==> src/rtl/led7seg_capture_if.sv <==
// Bus bundle for led7seg_capture: the sampled 7-segment/anode inputs plus the decoded outputs.
// LED7SEG_CAPTURE_RAW_EN adds the raw_seg output carrying the normalised segment byte per digit.
interface led7seg_capture_if #(
    parameter int NDIG = 8
);
    logic [7:0]        led;
    logic [7:0]        sa;
    logic [4*NDIG-1:0] digits;
    logic [NDIG-1:0]   dp;
    logic [NDIG-1:0]   valid;
    logic              upd;
    logic [2:0]        upd_idx;
    logic              frame_done;
`ifdef LED7SEG_CAPTURE_RAW_EN
    logic [8*NDIG-1:0] raw_seg;

    modport master (output led, sa,
                    input  digits, dp, valid, upd, upd_idx, frame_done, raw_seg);
    modport slave  (input  led, sa,
                    output digits, dp, valid, upd, upd_idx, frame_done, raw_seg);
`else
    modport master (output led, sa,
                    input  digits, dp, valid, upd, upd_idx, frame_done);
    modport slave  (input  led, sa,
                    output digits, dp, valid, upd, upd_idx, frame_done);
`endif
endinterface

==> src/rtl/led7seg_capture.sv <==
// Decodes a multiplexed 7-segment bus back into per-digit hex registers and flags full scan frames.
// Optional macro LED7SEG_CAPTURE_RAW_EN keeps the normalised segment byte of each capture in raw_seg.
module led7seg_capture #(
    parameter int NDIG        = 8,
    parameter int STABLE_CYC  = 4,
    parameter int SEG_ACT_LOW = 1,
    parameter int SA_ACT_LOW  = 1
) (
    input logic               clk,
    input logic               rst,
    led7seg_capture_if.slave  bus
);
    localparam logic [7:0] SA_IDLE = (SA_ACT_LOW != 0) ? 8'hFF : 8'h00;
    localparam logic [7:0] RUN_MAX = 8'(STABLE_CYC);

    logic [7:0]        led_r, sa_r, led_n, sa_n;
    logic [7:0]        prev_led;
    logic [2:0]        prev_idx, sel_idx;
    logic [3:0]        sel_cnt;
    logic              sel_ok;
    logic [7:0]        run, run_nxt;
    logic              cap;
    logic [4:0]        dec;
    logic [NDIG-1:0]   seen, seen_set;
    logic              all_seen;

    logic [4*NDIG-1:0] digits_q;
    logic [NDIG-1:0]   dp_q, valid_q;
    logic              upd_q, frame_q;
    logic [2:0]        upd_idx_q;

    function automatic logic [4:0] dec7(input logic [6:0] s);
        case (s)
            7'h3F: dec7 = 5'h10;  7'h06: dec7 = 5'h11;
            7'h5B: dec7 = 5'h12;  7'h4F: dec7 = 5'h13;
            7'h66: dec7 = 5'h14;  7'h6D: dec7 = 5'h15;
            7'h7D: dec7 = 5'h16;  7'h07: dec7 = 5'h17;
            7'h7F: dec7 = 5'h18;  7'h6F: dec7 = 5'h19;
            7'h77: dec7 = 5'h1A;  7'h7C: dec7 = 5'h1B;
            7'h39: dec7 = 5'h1C;  7'h5E: dec7 = 5'h1D;
            7'h79: dec7 = 5'h1E;  7'h71: dec7 = 5'h1F;
            default: dec7 = 5'h00;
        endcase
    endfunction

    always_ff @(posedge clk) begin
        if (rst) begin
            led_r <= 8'h00;
            sa_r  <= SA_IDLE;
        end else begin
            led_r <= bus.led;
            sa_r  <= bus.sa;
        end
    end

    assign led_n = (SEG_ACT_LOW != 0) ? ~led_r : led_r;
    assign sa_n  = (SA_ACT_LOW != 0)  ? ~sa_r  : sa_r;

    always_comb begin
        sel_idx = 3'd0;
        sel_cnt = 4'd0;
        for (int i = 0; i < NDIG; i++) begin
            if (sa_n[i]) begin
                sel_cnt = sel_cnt + 4'd1;
                sel_idx = 3'(i);
            end
        end
        sel_ok = (sel_cnt == 4'd1);
    end

    // A run of 0 means "no reference sample", so the first legal sample after a gap always loads 1.
    always_comb begin
        if (!sel_ok)
            run_nxt = 8'd0;
        else if (run != 8'd0 && sel_idx == prev_idx && led_n == prev_led)
            run_nxt = (run == RUN_MAX) ? run : run + 8'd1;
        else
            run_nxt = 8'd1;
    end

    assign cap      = sel_ok && (run_nxt == RUN_MAX) && (run != RUN_MAX);
    assign dec      = dec7(led_n[6:0]);
    assign seen_set = seen | (NDIG'(1) << sel_idx);
    assign all_seen = &seen_set;

    // upd is a one-cycle strobe with no back-pressure: digits/dp/valid/upd_idx are already
    // updated while upd is high, and frame_done can only be high together with upd.
    always_ff @(posedge clk) begin
        if (rst) begin
            prev_led  <= 8'h00;
            prev_idx  <= 3'd0;
            run       <= 8'd0;
            seen      <= '0;
            digits_q  <= '0;
            dp_q      <= '0;
            valid_q   <= '0;
            upd_q     <= 1'b0;
            frame_q   <= 1'b0;
            upd_idx_q <= 3'd0;
        end else begin
            prev_led <= led_n;
            prev_idx <= sel_idx;
            run      <= run_nxt;
            upd_q    <= cap;
            frame_q  <= cap && all_seen;
            if (cap) begin
                upd_idx_q                  <= sel_idx;
                digits_q[4*sel_idx +: 4]   <= dec[3:0];
                valid_q[sel_idx]           <= dec[4];
                dp_q[sel_idx]              <= led_n[7];
                seen                       <= all_seen ? '0 : seen_set;
            end
        end
    end

`ifdef LED7SEG_CAPTURE_RAW_EN
    logic [8*NDIG-1:0] raw_q;

    always_ff @(posedge clk) begin
        if (rst)
            raw_q <= '0;
        else if (cap)
            raw_q[8*sel_idx +: 8] <= led_n;
    end

    assign bus.raw_seg = raw_q;
`endif

    assign bus.digits     = digits_q;
    assign bus.dp         = dp_q;
    assign bus.valid      = valid_q;
    assign bus.upd        = upd_q;
    assign bus.upd_idx    = upd_idx_q;
    assign bus.frame_done = frame_q;
endmodule

==> src/flat_wrapper.sv <==
// flat-port wrapper written by rule: the top's interface ports become plain ports
module led7seg_capture_flat 
#(
    parameter int NDIG        = 8,
    parameter int STABLE_CYC  = 4,
    parameter int SEG_ACT_LOW = 1,
    parameter int SA_ACT_LOW  = 1
)
  (clk, rst, bus_led, bus_sa, bus_digits, bus_dp, bus_valid, bus_upd, bus_upd_idx, bus_frame_done);
  led7seg_capture_if #(.NDIG(NDIG)) bus_i ();
  input logic clk;
  input logic rst;
  input wire logic [$bits(bus_i.led)-1:0] bus_led;
  input wire logic [$bits(bus_i.sa)-1:0] bus_sa;
  output wire logic [$bits(bus_i.digits)-1:0] bus_digits;
  output wire logic [$bits(bus_i.dp)-1:0] bus_dp;
  output wire logic [$bits(bus_i.valid)-1:0] bus_valid;
  output wire logic [$bits(bus_i.upd)-1:0] bus_upd;
  output wire logic [$bits(bus_i.upd_idx)-1:0] bus_upd_idx;
  output wire logic [$bits(bus_i.frame_done)-1:0] bus_frame_done;
  assign bus_i.led = bus_led;
  assign bus_i.sa = bus_sa;
  assign bus_digits = bus_i.digits;
  assign bus_dp = bus_i.dp;
  assign bus_valid = bus_i.valid;
  assign bus_upd = bus_i.upd;
  assign bus_upd_idx = bus_i.upd_idx;
  assign bus_frame_done = bus_i.frame_done;
  led7seg_capture #(.NDIG(NDIG), .STABLE_CYC(STABLE_CYC), .SEG_ACT_LOW(SEG_ACT_LOW), .SA_ACT_LOW(SA_ACT_LOW)) u_core (.clk(clk), .rst(rst), .bus(bus_i));
endmodule
==> config.mk <==
export PLATFORM = sky130hd
export DESIGN_NAME = led7seg_capture_flat
export DESIGN_NICKNAME = d
export VERILOG_FILES = /design/src/rtl/led7seg_capture_if.sv /design/src/rtl/led7seg_capture.sv /design/src/flat_wrapper.sv
export SDC_FILE = /design/constraint.sdc
export NUM_CORES = 1
export LEC_CHECK = 0
export ABC_AREA = 1
export CORE_MARGIN = 3
export CORE_UTILIZATION = 43
export CTS_CLUSTER_DIAMETER = 80
export DETAILED_ROUTE_END_ITERATION = 6
export GPL_TIMING_DRIVEN = 0
export PLACE_DENSITY_LB_ADDON = 0.08
export SYNTH_ARGS = -nofsm -noshare
export SYNTH_HDL_FRONTEND = slang
export SYNTH_SLANG_ARGS = --single-unit
==> constraint.sdc <==
create_clock -name clk -period 5.5 [get_ports clk]
set_input_delay 0.55 -clock clk [delete_from_list [all_inputs] [get_ports clk]]
set_output_delay 0.55 -clock clk [all_outputs]
set_load 0.01 [all_outputs]
==> impl_metrics.toml <==
[placed_design]
place_congestion = 0.854
port-buffer-count = 70
dp_hpwl_um = 10500

[clocking]
worstSkewPairLatency_ps = 340
cts_buffers = 9
cts.sinks = 96
cts_tree = "built"
clockRootBuffer = "clkbuf_16"
clk_pin_slew_ps = 70
holdBufCountCts = 0
post_cts_buffers = 0
ctsResizeCount = 0
cts_buffer_depth = 2
htreeDepth = 3

[worst_setup_path]
cp_slowest_stage_delay_ps = 350
worstSetupStartpointType = "flip-flop"
worstSetupPathType = "flip-flop to flip-flop"
crit_arrival_ps = 5230
crit_slowest_cell = "dfxtp_1"
regToRegSetupSlack_ps = 510
required_ps = 5740
timing.critical_path.mode_cell = "nand2_1"
path_max_fanout = 5
crit_path_end_kind = "flip-flop"

[synth]
syn-mean-instance-area_um2 = 6.33
ys_seq_area_share_pct = 36.4
syn-num-nets = 868
synth_seq_cells = 96
netlist_area_mm2 = 0.00528
yosysWarningCount = 0
synth_cell_types = 40
syn_inst = 834

[detailed_routing]
drtAntennaViolNets = 0
dr.pass1.iters = 4
drt_iter0_drc = 331
vias_per_cell = 4.79
vias = 5092
routed_wl_um = 13200
drc = 0
wl_per_cell_um = 12.4

[floorplanning]
die_area_mm2 = 0.0136
fp-row-count = 39
coreArea_mm2 = 0.0117
io_pins = 71
initial_core_util_pct = 45.1
die_w_um = 117
die_y_um = 117

[status]
outcome = "completed"

[timing]
whs_ps = 478
period_needed_ps = 4990
finalMaxSlewViolations = 0
clock_skew_ps = 9.76
rsz0062_at_grt = "false"
setup_viol = 0
finalCritPeriodShare_pct = 90.8
tightest_slew_ps = 795
finalSetupTns_ps = 0
fmax_ghz = 0.200
timing.final.hold_violations = 0
timing.slew.headroom_pct = 46.6

[cells_and_area]
fin_nets = 949
antenna_cells = 0
multi_input_area_mm2 = 0.00265
syn2layout_area_growth_pct = 22.7
nFillCells = 1169
seq_area_mm2 = 0.00192
drive_gt1_share_pct = 7.07

[grt]
grt_max_degree = 16
overflow = 0
grt_usage_pct = 20.0
grt_pass1_wl_um = 21700
antenna_found_initial = 0
grt_pass1_vias = 4767

[worst_hold_path]
worstHoldPathType = "flip-flop to flip-flop"

[pwr]
power_density_mw_per_mm2 = 250
peakVddDrop_mv = 0.161
p_leak_nw = 3.13

[job]
maxCapViolCount = 0
==> cells in the mapped netlist <==
library cell	number	area (um2)
a2111oi_0	1	8.76
a211oi_1	2	15.0
a21o_1	2	15.0
a21oi_1	15	75.1
a21oi_2	1	8.76
a31oi_1	1	6.26
and3_1	2	12.5
buf_2	2	10.0
buf_4	1	7.51
buf_6	3	33.8
clkbuf_1	9	33.8
clkinv_1	2	7.51
dfxtp_1	96	1920
ha_1	16	200
inv_1	158	593
inv_2	6	22.5
nand2_1	208	781
nand2_2	6	37.5
nand2_4	2	22.5
nand3_1	49	245
nand3_2	3	30.0
nand3b_1	2	15.0
nand4_1	4	25.0
nand4_2	2	25.0
nand4_4	2	42.5
nor2_1	161	604
nor2_2	7	43.8
nor2_4	4	45.0
nor3_1	14	70.1
nor4_1	5	31.3
o21a_1	1	7.51
o21ai_0	22	110
o21ai_1	5	25.0
o21ai_2	1	8.76
o21bai_1	1	7.51
o31ai_1	1	7.51
o41ai_1	1	8.76
or2_2	11	68.8
xnor2_1	2	17.5
xor2_1	3	26.3
==> stage by stage <==
step	instance area [um2]	power, mW	instances	worst slack, ps	utilization (%)
4_1_cts	6480	1.64	1062	543	55.3
6_report	6480	1.62	1062	508	55.3
2_1_floorplan	5280	0.898	834	1190	-
3_5_place_dp	6160	0.960	1047	569	52.6
3_3_place_gp	6160	0.955	1047	622	52.6
5_1_grt	6480	1.70	1062	116	55.3
==> final timing paths <==
path / start / to / cells past startpoint
max: u_core.sa_r[1] / u_core.bus.digits[20] / 30
min: u_core.led_r[0] / u_core.prev_led[0] / 1
max reg2reg: u_core.sa_r[1] / u_core.bus.digits[20] / 30
min reg2reg: u_core.led_r[0] / u_core.prev_led[0] / 1
==> state kept, by name (all words and copies together), names as in the netlist <==
signal and flops:
u_core.bus.upd 1, u_core.prev_led 8, u_core.bus.valid 8, u_core.sa_r 8
u_core.led_r 8, u_core.bus.upd_idx 3, u_core.run 8, u_core.seen 8
u_core.bus.digits 32, u_core.prev_idx 3, u_core.bus.frame_done 1, u_core.bus.dp 8
==> per-layer routing <==
metal | vias to the layer above | track usage (%) | part of all wire, %
li1 | 2691 | - | -
met1 | 2282 | 26.9 | 47
met2 | 102 | 32.9 | 46
met3 | 17 | 3.65 | 5.4
met4 | 0 | 5.96 | 1.5
met5 | - | 0 | 0
==> cell families (layout without fill, tap and decap cells) <==
kind of cell             Yosys count  after routing  synth area share (%)
AND/OR/NAND/NOR                  482            482                  39.8
buffers and inverters            181            266                  13.4
flip-flops                        96             96                  36.4
AO/OA/AOI/OAI                     54             54                  5.76
adder cells (fa/ha/maj)           16             16                  3.79
XOR/XNOR                           5              5                 0.830
==> placed cells by master (no fill, tap or decap), types with 2 or more instances in the layout <==
cell,Yosys,final
nand2_1,208,208
nor2_1,161,161
inv_1,158,158
dfxtp_1,96,96
clkdlybuf4s50_1,0,70
nand3_1,49,49
o21ai_0,22,22
ha_1,16,16
a21oi_1,15,15
nor3_1,14,14
or2_2,11,11
clkbuf_1,9,10
clkbuf_16,0,9
nor2_2,7,7
inv_2,6,6
nand2_2,6,6
nor4_1,5,5
o21ai_1,5,5
nor2_4,4,4
nand4_1,4,4
buf_6,3,3
nand3_2,3,3
xor2_1,3,3
nand2_4,2,2
nand3b_1,2,2
buf_2,2,2
xnor2_1,2,2
nand4_2,2,2
clkinv_1,2,2
nand4_4,2,2
a211oi_1,2,2
a21o_1,2,2
and3_1,2,2
bufinv_16,0,2
==> report_power, final <==
group	total (mW)	switching [mW]	leakage (nW)	internal, mW
combinational	0.226	0.154	2.19	0.0721
clock	0.674	0.263	0.156	0.411
sequential	0.720	0.0115	0.782	0.708
==> critical path: cells and delay by family (launching register included) <==
family / cells / cell delay [ps]
fa+ha+maj: 6 / 1710
simple gates: 19 / 2490
compound gates: 1 / 130
buf+inv: 4 / 230
flops: 1 / 350
==> final cells by class <==
cell class	instances	area share, %
multi-input combinational	557	40.9
sequential	96	29.7
timing repair buffer	70	10.8
inverter	166	9.62
clock buffer	11	3.75
tap	143	2.76
buffer	15	1.31
clock inverter	4	1.20
Power figures use the tool's default switching activity.
